$ cat src/rtl/hazard_scoreboard_pkg.sv
// ============================================================================
// hazard_scoreboard_pkg
// Shared constants and types for the hazard scoreboard and its sub-modules.
// Rev 1.0 - initial release
// ============================================================================
`default_nettype none

package hazard_scoreboard_pkg;

   localparam logic [2:0] c_fwdRf = 3'd0;

   localparam int c_stgE = 0;
   localparam int c_stgM = 1;
   localparam int c_stgW = 2;

   localparam int c_v0Reg = 2;
   localparam int c_a0Reg = 4;

   typedef struct packed {
      logic load;
      logic branch;
      logic sys;
      logic md;
   } stallCause_t;

endpackage

`default_nettype wire

$ cat src/rtl/hazard_md_timer.sv
// ============================================================================
// hazard_md_timer
// HI/LO busy timer: loads MD_LAT on a mult/div issue, counts down to zero.
// Rev 1.0 - initial release
// ============================================================================
`default_nettype none

module hazard_md_timer #(
   parameter int MD_LAT = 32
) (
   input  logic clk,
   input  logic rst,
   input  logic i_load,
   output logic o_busy
);

   localparam int c_cntW = $clog2(MD_LAT + 1);

   logic [c_cntW-1:0] r_cnt;

   always_ff @(posedge clk or posedge rst) begin
      if (rst) begin
         r_cnt <= '0;
      end else if (i_load) begin
         r_cnt <= c_cntW'(MD_LAT);
      end else if (r_cnt != '0) begin
         r_cnt <= r_cnt - 1'b1;
      end
   end

   assign o_busy = (r_cnt != '0);

endmodule

`default_nettype wire

$ cat src/rtl/hazard_scoreboard.sv
// ============================================================================
// hazard_scoreboard
// Decode-side hazard/forwarding unit with a shadow pipeline of in-flight
// writers. Optional stall statistics are built when HAZARD_STATS_EN is defined.
// Rev 1.0 - initial release
// ============================================================================
`default_nettype none

module hazard_scoreboard
   import hazard_scoreboard_pkg::*;
#(
   parameter int REG_AW   = 5,
   parameter int NSTG     = 3,
   parameter int LOAD_RDY = c_stgW,
   parameter int BR_SAFE  = c_stgM,
   parameter int MD_LAT   = 32,
   parameter int V0_REG   = c_v0Reg,
   parameter int A0_REG   = c_a0Reg,
   parameter int STAT_W   = 32
) (
   input  logic              clk,
   input  logic              reset,
   input  logic              issue_d,
   input  logic [REG_AW-1:0] rs_d,
   input  logic [REG_AW-1:0] rt_d,
   input  logic              use_rs_d,
   input  logic              use_rt_d,
   input  logic [REG_AW-1:0] dest_d,
   input  logic              regwrite_d,
   input  logic              memtoreg_d,
   input  logic              branch_d,
   input  logic              syscall_d,
   input  logic              md_start_d,
   input  logic              md_read_d,
   output logic              en_f,
   output logic              en_d,
   output logic              flush_e,
   output logic [2:0]        fwd_a_e,
   output logic [2:0]        fwd_b_e,
   output logic [STAT_W-1:0] stat_total,
   output logic [STAT_W-1:0] stat_load,
   output logic [STAT_W-1:0] stat_branch,
   output logic [STAT_W-1:0] stat_sys,
   output logic [STAT_W-1:0] stat_md
);

   typedef struct packed {
      logic              vld;
      logic              wr;
      logic              ld;
      logic [REG_AW-1:0] dest;
   } shadow_t;

   shadow_t           r_shd [NSTG];
   logic [REG_AW-1:0] r_rsE;
   logic [REG_AW-1:0] r_rtE;

   logic [NSTG-1:0]   w_live;
   logic [NSTG-1:0]   w_hitSrc;
   logic [NSTG-1:0]   w_hitSys;
   logic [NSTG-1:0]   w_hitA;
   logic [NSTG-1:0]   w_hitB;
   stallCause_t       w_cause;
   logic              w_stall;
   logic              w_advance;
   logic              w_mdBusy;

   // Only E needs its source registers; later stages are matched on dest alone.
   always_ff @(posedge clk or posedge reset) begin
      if (reset) begin
         for (int k = 0; k < NSTG; k++) begin
            r_shd[k] <= '0;
         end
         r_rsE <= '0;
         r_rtE <= '0;
      end else begin
         r_shd[c_stgE] <= '{vld: w_advance, wr: regwrite_d, ld: memtoreg_d, dest: dest_d};
         r_rsE         <= rs_d;
         r_rtE         <= rt_d;
         for (int k = 1; k < NSTG; k++) begin
            r_shd[k] <= r_shd[k-1];
         end
      end
   end

   for (genvar k = 0; k < NSTG; k++) begin : g_cmp
      assign w_live[k]   = r_shd[k].vld & r_shd[k].wr & (r_shd[k].dest != '0);
      assign w_hitSrc[k] = w_live[k] & ((use_rs_d & (r_shd[k].dest == rs_d)) |
                                        (use_rt_d & (r_shd[k].dest == rt_d)));
      assign w_hitSys[k] = w_live[k] & ((r_shd[k].dest == REG_AW'(V0_REG)) |
                                        (r_shd[k].dest == REG_AW'(A0_REG)));
      assign w_hitA[k]   = w_live[k] & (r_shd[k].dest == r_rsE);
      assign w_hitB[k]   = w_live[k] & (r_shd[k].dest == r_rtE);
   end

   always_comb begin
      w_cause = '0;
      for (int k = 0; k < NSTG; k++) begin
         if (w_hitSrc[k] && r_shd[k].ld && (k < LOAD_RDY - 1)) begin
            w_cause.load = 1'b1;
         end
         if (branch_d && w_hitSrc[k] && ((k < BR_SAFE) || (r_shd[k].ld && (k < LOAD_RDY)))) begin
            w_cause.branch = 1'b1;
         end
         if (syscall_d && w_hitSys[k]) begin
            w_cause.sys = 1'b1;
         end
      end
      w_cause.md = (md_read_d | md_start_d) & w_mdBusy;
   end

   assign w_stall   = issue_d & (w_cause.load | w_cause.branch | w_cause.sys | w_cause.md);
   assign w_advance = issue_d & ~w_stall;
   assign en_f      = ~w_stall;
   assign en_d      = ~w_stall;
   assign flush_e   = w_stall;

   // Walk oldest to youngest so the youngest producer overrides.
   always_comb begin
      fwd_a_e = c_fwdRf;
      fwd_b_e = c_fwdRf;
      for (int k = NSTG - 1; k >= c_stgM; k--) begin
         if (r_shd[c_stgE].vld && w_hitA[k]) fwd_a_e = 3'(k);
         if (r_shd[c_stgE].vld && w_hitB[k]) fwd_b_e = 3'(k);
      end
   end

   hazard_md_timer #(
      .MD_LAT (MD_LAT)
   ) u_mdTimer (
      .clk    (clk),
      .rst    (reset),
      .i_load (md_start_d & w_advance),
      .o_busy (w_mdBusy)
   );

`ifdef HAZARD_STATS_EN
   logic [STAT_W-1:0] r_statTotal, r_statLoad, r_statBranch, r_statSys, r_statMd;

   always_ff @(posedge clk or posedge reset) begin
      if (reset) begin
         r_statTotal  <= '0;
         r_statLoad   <= '0;
         r_statBranch <= '0;
         r_statSys    <= '0;
         r_statMd     <= '0;
      end else begin
         if (w_stall && (r_statTotal != '1))                       r_statTotal  <= r_statTotal + 1'b1;
         if (issue_d && w_cause.load && (r_statLoad != '1))        r_statLoad   <= r_statLoad + 1'b1;
         if (issue_d && w_cause.branch && (r_statBranch != '1))    r_statBranch <= r_statBranch + 1'b1;
         if (issue_d && w_cause.sys && (r_statSys != '1))          r_statSys    <= r_statSys + 1'b1;
         if (issue_d && w_cause.md && (r_statMd != '1))            r_statMd     <= r_statMd + 1'b1;
      end
   end

   assign stat_total  = r_statTotal;
   assign stat_load   = r_statLoad;
   assign stat_branch = r_statBranch;
   assign stat_sys    = r_statSys;
   assign stat_md     = r_statMd;
`else
   assign stat_total  = '0;
   assign stat_load   = '0;
   assign stat_branch = '0;
   assign stat_sys    = '0;
   assign stat_md     = '0;
`endif

endmodule

`default_nettype wire
$ cat config.mk
export PLATFORM = sky130hd
export DESIGN_NAME = hazard_scoreboard
export DESIGN_NICKNAME = d
export VERILOG_FILES = /design/src/rtl/hazard_scoreboard_pkg.sv /design/src/rtl/hazard_md_timer.sv /design/src/rtl/hazard_scoreboard.sv
export SDC_FILE = /design/constraint.sdc
export NUM_CORES = 1
export LEC_CHECK = 0
export ABC_AREA = 1
export BUFFER_PORTS_ARGS = -buffer_cell sky130_fd_sc_hd__buf_2
export CAP_MARGIN = 20
export CORE_UTILIZATION = 45
export CTS_BUF_LIST = sky130_fd_sc_hd__clkbuf_2 sky130_fd_sc_hd__clkbuf_4 sky130_fd_sc_hd__clkbuf_8
export DETAILED_ROUTE_END_ITERATION = 8
export PLACE_DENSITY_LB_ADDON = 0.25
export SETUP_SLACK_MARGIN = 0.05
export SYNTH_ARGS = -nofsm -noshare
export SYNTH_HDL_FRONTEND = slang
export SYNTH_SLANG_ARGS = --single-unit
$ cat constraint.sdc
create_clock -name clk -period 3.5 [get_ports clk]
set_input_delay 0.7 -clock clk [delete_from_list [all_inputs] [get_ports clk]]
set_output_delay 0.7 -clock clk [all_outputs]
set_load 0.03 [all_outputs]
==> impl_metrics.yaml <==
sta:
  timing.fmax_mhz: 372.4
  finalSetupTns_ns: 0
  rsz0062_at_grt: "false"
  finalHoldViolations: 0
  fin_skew_ns: 0.003614
  fin_crit_sh: 0.7672
  fin_crit_ns: 2.685
  drv_slew: 0
  setup_violations: 0
  fin_ws_ns: 0.8148
logic_synthesis:
  yosysMostFrequentCell: "buf_4"
  avgSynthCellArea_sq_um: 7.930
  synth_compound_area_frac: 0.02939
  synth_area_sq_mm: 0.003236
  synth_top_family_by_area: "buffers and inverters"
  synth-adder-area-share: 0.003867
  synthXorXnorAreaFrac: 0.04060
  synth_seq_area_share: 0.3016
  synth_top_area_share: 0.3782
  yosysUniqueCellTypes: 32
  ys_async_sr_fraction: 1.000
  synth-main-ff-cell: "dfrtp_1"
  synth_area_leader_cell: "buf_4"
  synth_common_cells: "163 x buf_4, 82 x nand2_1, 39 x dfrtp_1"
  synth-simple-area-share: 0.2011
  synth_cells: 408
  synthTopCellsByArea: "buf_4 38%, dfrtp_1 30%, nand2_1 9.5%"
  yosysWarnings: 0
  synth_edf_count: 0
  ys_seq_elements: 39
  muxShareOfSynthArea: 0
clock_tree:
  cts_buffers: 5
  cts_root_buf: "clkbuf_8"
  clock_latency_ns: 0.28
  cts_hold_buf: 0
  post_cts_resized: 0
  post_cts_buffers: 0
  h-tree-depth: 2
  clkTransAtPathRegs_ns: 0.07
  cts_tree: "built"
  cts_buffer_depth: 2
  cts_sinks: 39
critical_path:
  cpPeakStageDelay_ns: 0.38
  reg2reg_slack_ns: 1.76
  end_kind: "primary output"
  worst_path_dominant_cell_family: "simple AND/OR/NAND/NOR gates"
  critPathKind: "register to primary output"
  cp_cell_sequence: "inv_1 -> ha_1 -> inv_1 -> nor2_2 -> nand3_2 -> o21ai_2 -> nand2_2 -> a21oi_2 -> nand2_1 -> nand2_1 -> inv_1 -> buf_2"
  reg2reg_depth: 11
  crit_arrival_ns: 1.99
  path_depth: 12
  timing.critical_path.mode_cell: "inv_1"
  required_ns: 2.80
  path_buf_inv: 4
  worst_path_max_delay_cell: "dfrtp_1"
  cp-start-kind: "register"
  path_max_fanout: 5
floorplan:
  fp.dieH_um: 86.80
  die_area_sq_mm: 0.007533
  initial_core_util: 0.4710
  rows: 30
  top_level_ports: 195
  coreArea_sq_mm: 0.006869
  die_w_um: 86.80
power:
  total_power_mw: 1.309
  pwr_density_cell_mw_per_mm2: 441.4
  netSwitchingFraction: 0.4366
  vdd_ir_drop_max_mv: 0.2733
  power_leakage_nw: 1.725
  comb_power_share: 0.354
  pwr-share-seq: 0.430
  power.share.clock: 0.216
  p_int_mw: 0.7374
  power.switching_mw: 0.5714
route:
  drc: 0
  drt-pass1-iter-count: 4
  vias: 2019
  routed_wl_um: 4766
  via_per_inst: 3.732
  routedWlPerCell_um: 8.810
  ant_nets: 0
  drtIter0Drc: 84
finish:
  seqCellArea_sq_um: 975.9
  design_area_sq_mm: 0.002965
  fill_cells: 711
  drive_gt1_frac: 0.1573
  area_delta_synth_final_pct: -8.353
  fin_nets: 471
  utilization: 0.4317
  multi_input_area_sq_mm: 0.001498
  antenna_cells: 0
placed_design:
  gp_congestion: 0.9914
  placed_area_sq_mm: 0.002882
  pre_cts_slack_ns: 1.012
  hpwl_um: 4081
  numPortBuffers: 32
global_route:
  global_route.usage.total: 0.1219
  antenna_found_initial: 0
  grt_max_degree: 40
  grt_pass1_vias: 1522
  grt_pass1_wl_um: 7113
  overflow: 0
hold_path:
  hold_class: "register to register"
  holdPathStages: 0
flow_run:
  maxCapViolCount: 0
status:
  outcome: "completed"
cells by family after synthesis:
logic type,Yosys count
other cells,1
flops,39
buf+inv,195
xor+xnor,15
simple gates,142
fa+ha+maj,1
compound gates,15
through the flow:
step / std cells / hold WS [ns]
finish: 541 / 0.3770
global route: 541 / 0.3799
CTS: 541 / 0.3728
detailed placement: 533 / 0.3561
global placement: 533 / 0.3552
floorplan: 569 / 0.3468
layout make-up:
class | instances | share of cell area
Clock buffer | 5 | 0.02321
Multi-Input combinational cell | 335 | 0.5051
Clock inverter | 3 | 0.005063
Timing Repair Buffer | 33 | 0.05654
Inverter | 30 | 0.04051
Sequential cell | 39 | 0.3291
Tap cell | 96 | 0.04051
path summary, 6_finish.rpt:
path,startpoint,end
setup / recovery,u_mdTimer.r_cnt[0]$_DFFE_PP0P_,flush_e
max in group asynchronous,reset,r_shd[2]$_DFF_PP0_
hold / removal,r_shd[21]$_DFF_PP0_,r_shd[13]$_DFF_PP0_
min in group asynchronous,reset,u_mdTimer.r_cnt[0]$_DFFE_PP0P_
hold reg to reg,r_shd[21]$_DFF_PP0_,r_shd[13]$_DFF_PP0_
setup reg to reg,u_mdTimer.r_cnt[0]$_DFFE_PP0P_,u_mdTimer.r_cnt[0]$_DFFE_PP0P_
registers in the layout, summed over array words and instances, names as in the netlist:
signal	flops
r_rtE	5
r_shd	23
u_mdTimer.r_cnt	6
r_rsE	5
power by group through the flow:
stage	sequential, mW	clock, mW	combinational, mW
3_5_place_dp	0.570	0	0.461
2_1_floorplan	0.555	0	0.554
5_1_grt	0.571	0.321	0.518
6_report	0.562	0.283	0.463
4_1_cts	0.562	0.295	0.462
3_3_place_gp	0.569	0	0.457
routing by layer:
| layer | vias to the layer above | track usage | share of wire |
|---|---|---|---|
| li1 | 996 | - | - |
| met3 | 6 | 0.02286 | 0.067 |
| met1 | 894 | 0.1730 | 0.44 |
| met5 | - | 0 | 0 |
| met4 | 0 | 0.02424 | 0.012 |
| met2 | 123 | 0.1940 | 0.48 |
cells in the final DEF, fill, tap and decap left out, drive strengths merged:
| cell | count |
|---|---|
| nand2 | 85 |
| nor2 | 28 |
| dfrtp | 39 |
| o21ai | 7 |
| xnor2 | 8 |
| clkinv | 3 |
| nor3 | 6 |
| clkbuf | 5 |
| conb | 162 |
| inv | 30 |
| a21oi | 4 |
| or2 | 3 |
| nand4 | 2 |
| o2111ai | 2 |
| o31ai | 1 |
| xor2 | 7 |
| a22oi | 1 |
| nand3 | 16 |
| buf | 33 |
| nor4 | 2 |
| ha | 1 |
Note: power is estimated with default switching activity, not from simulation.
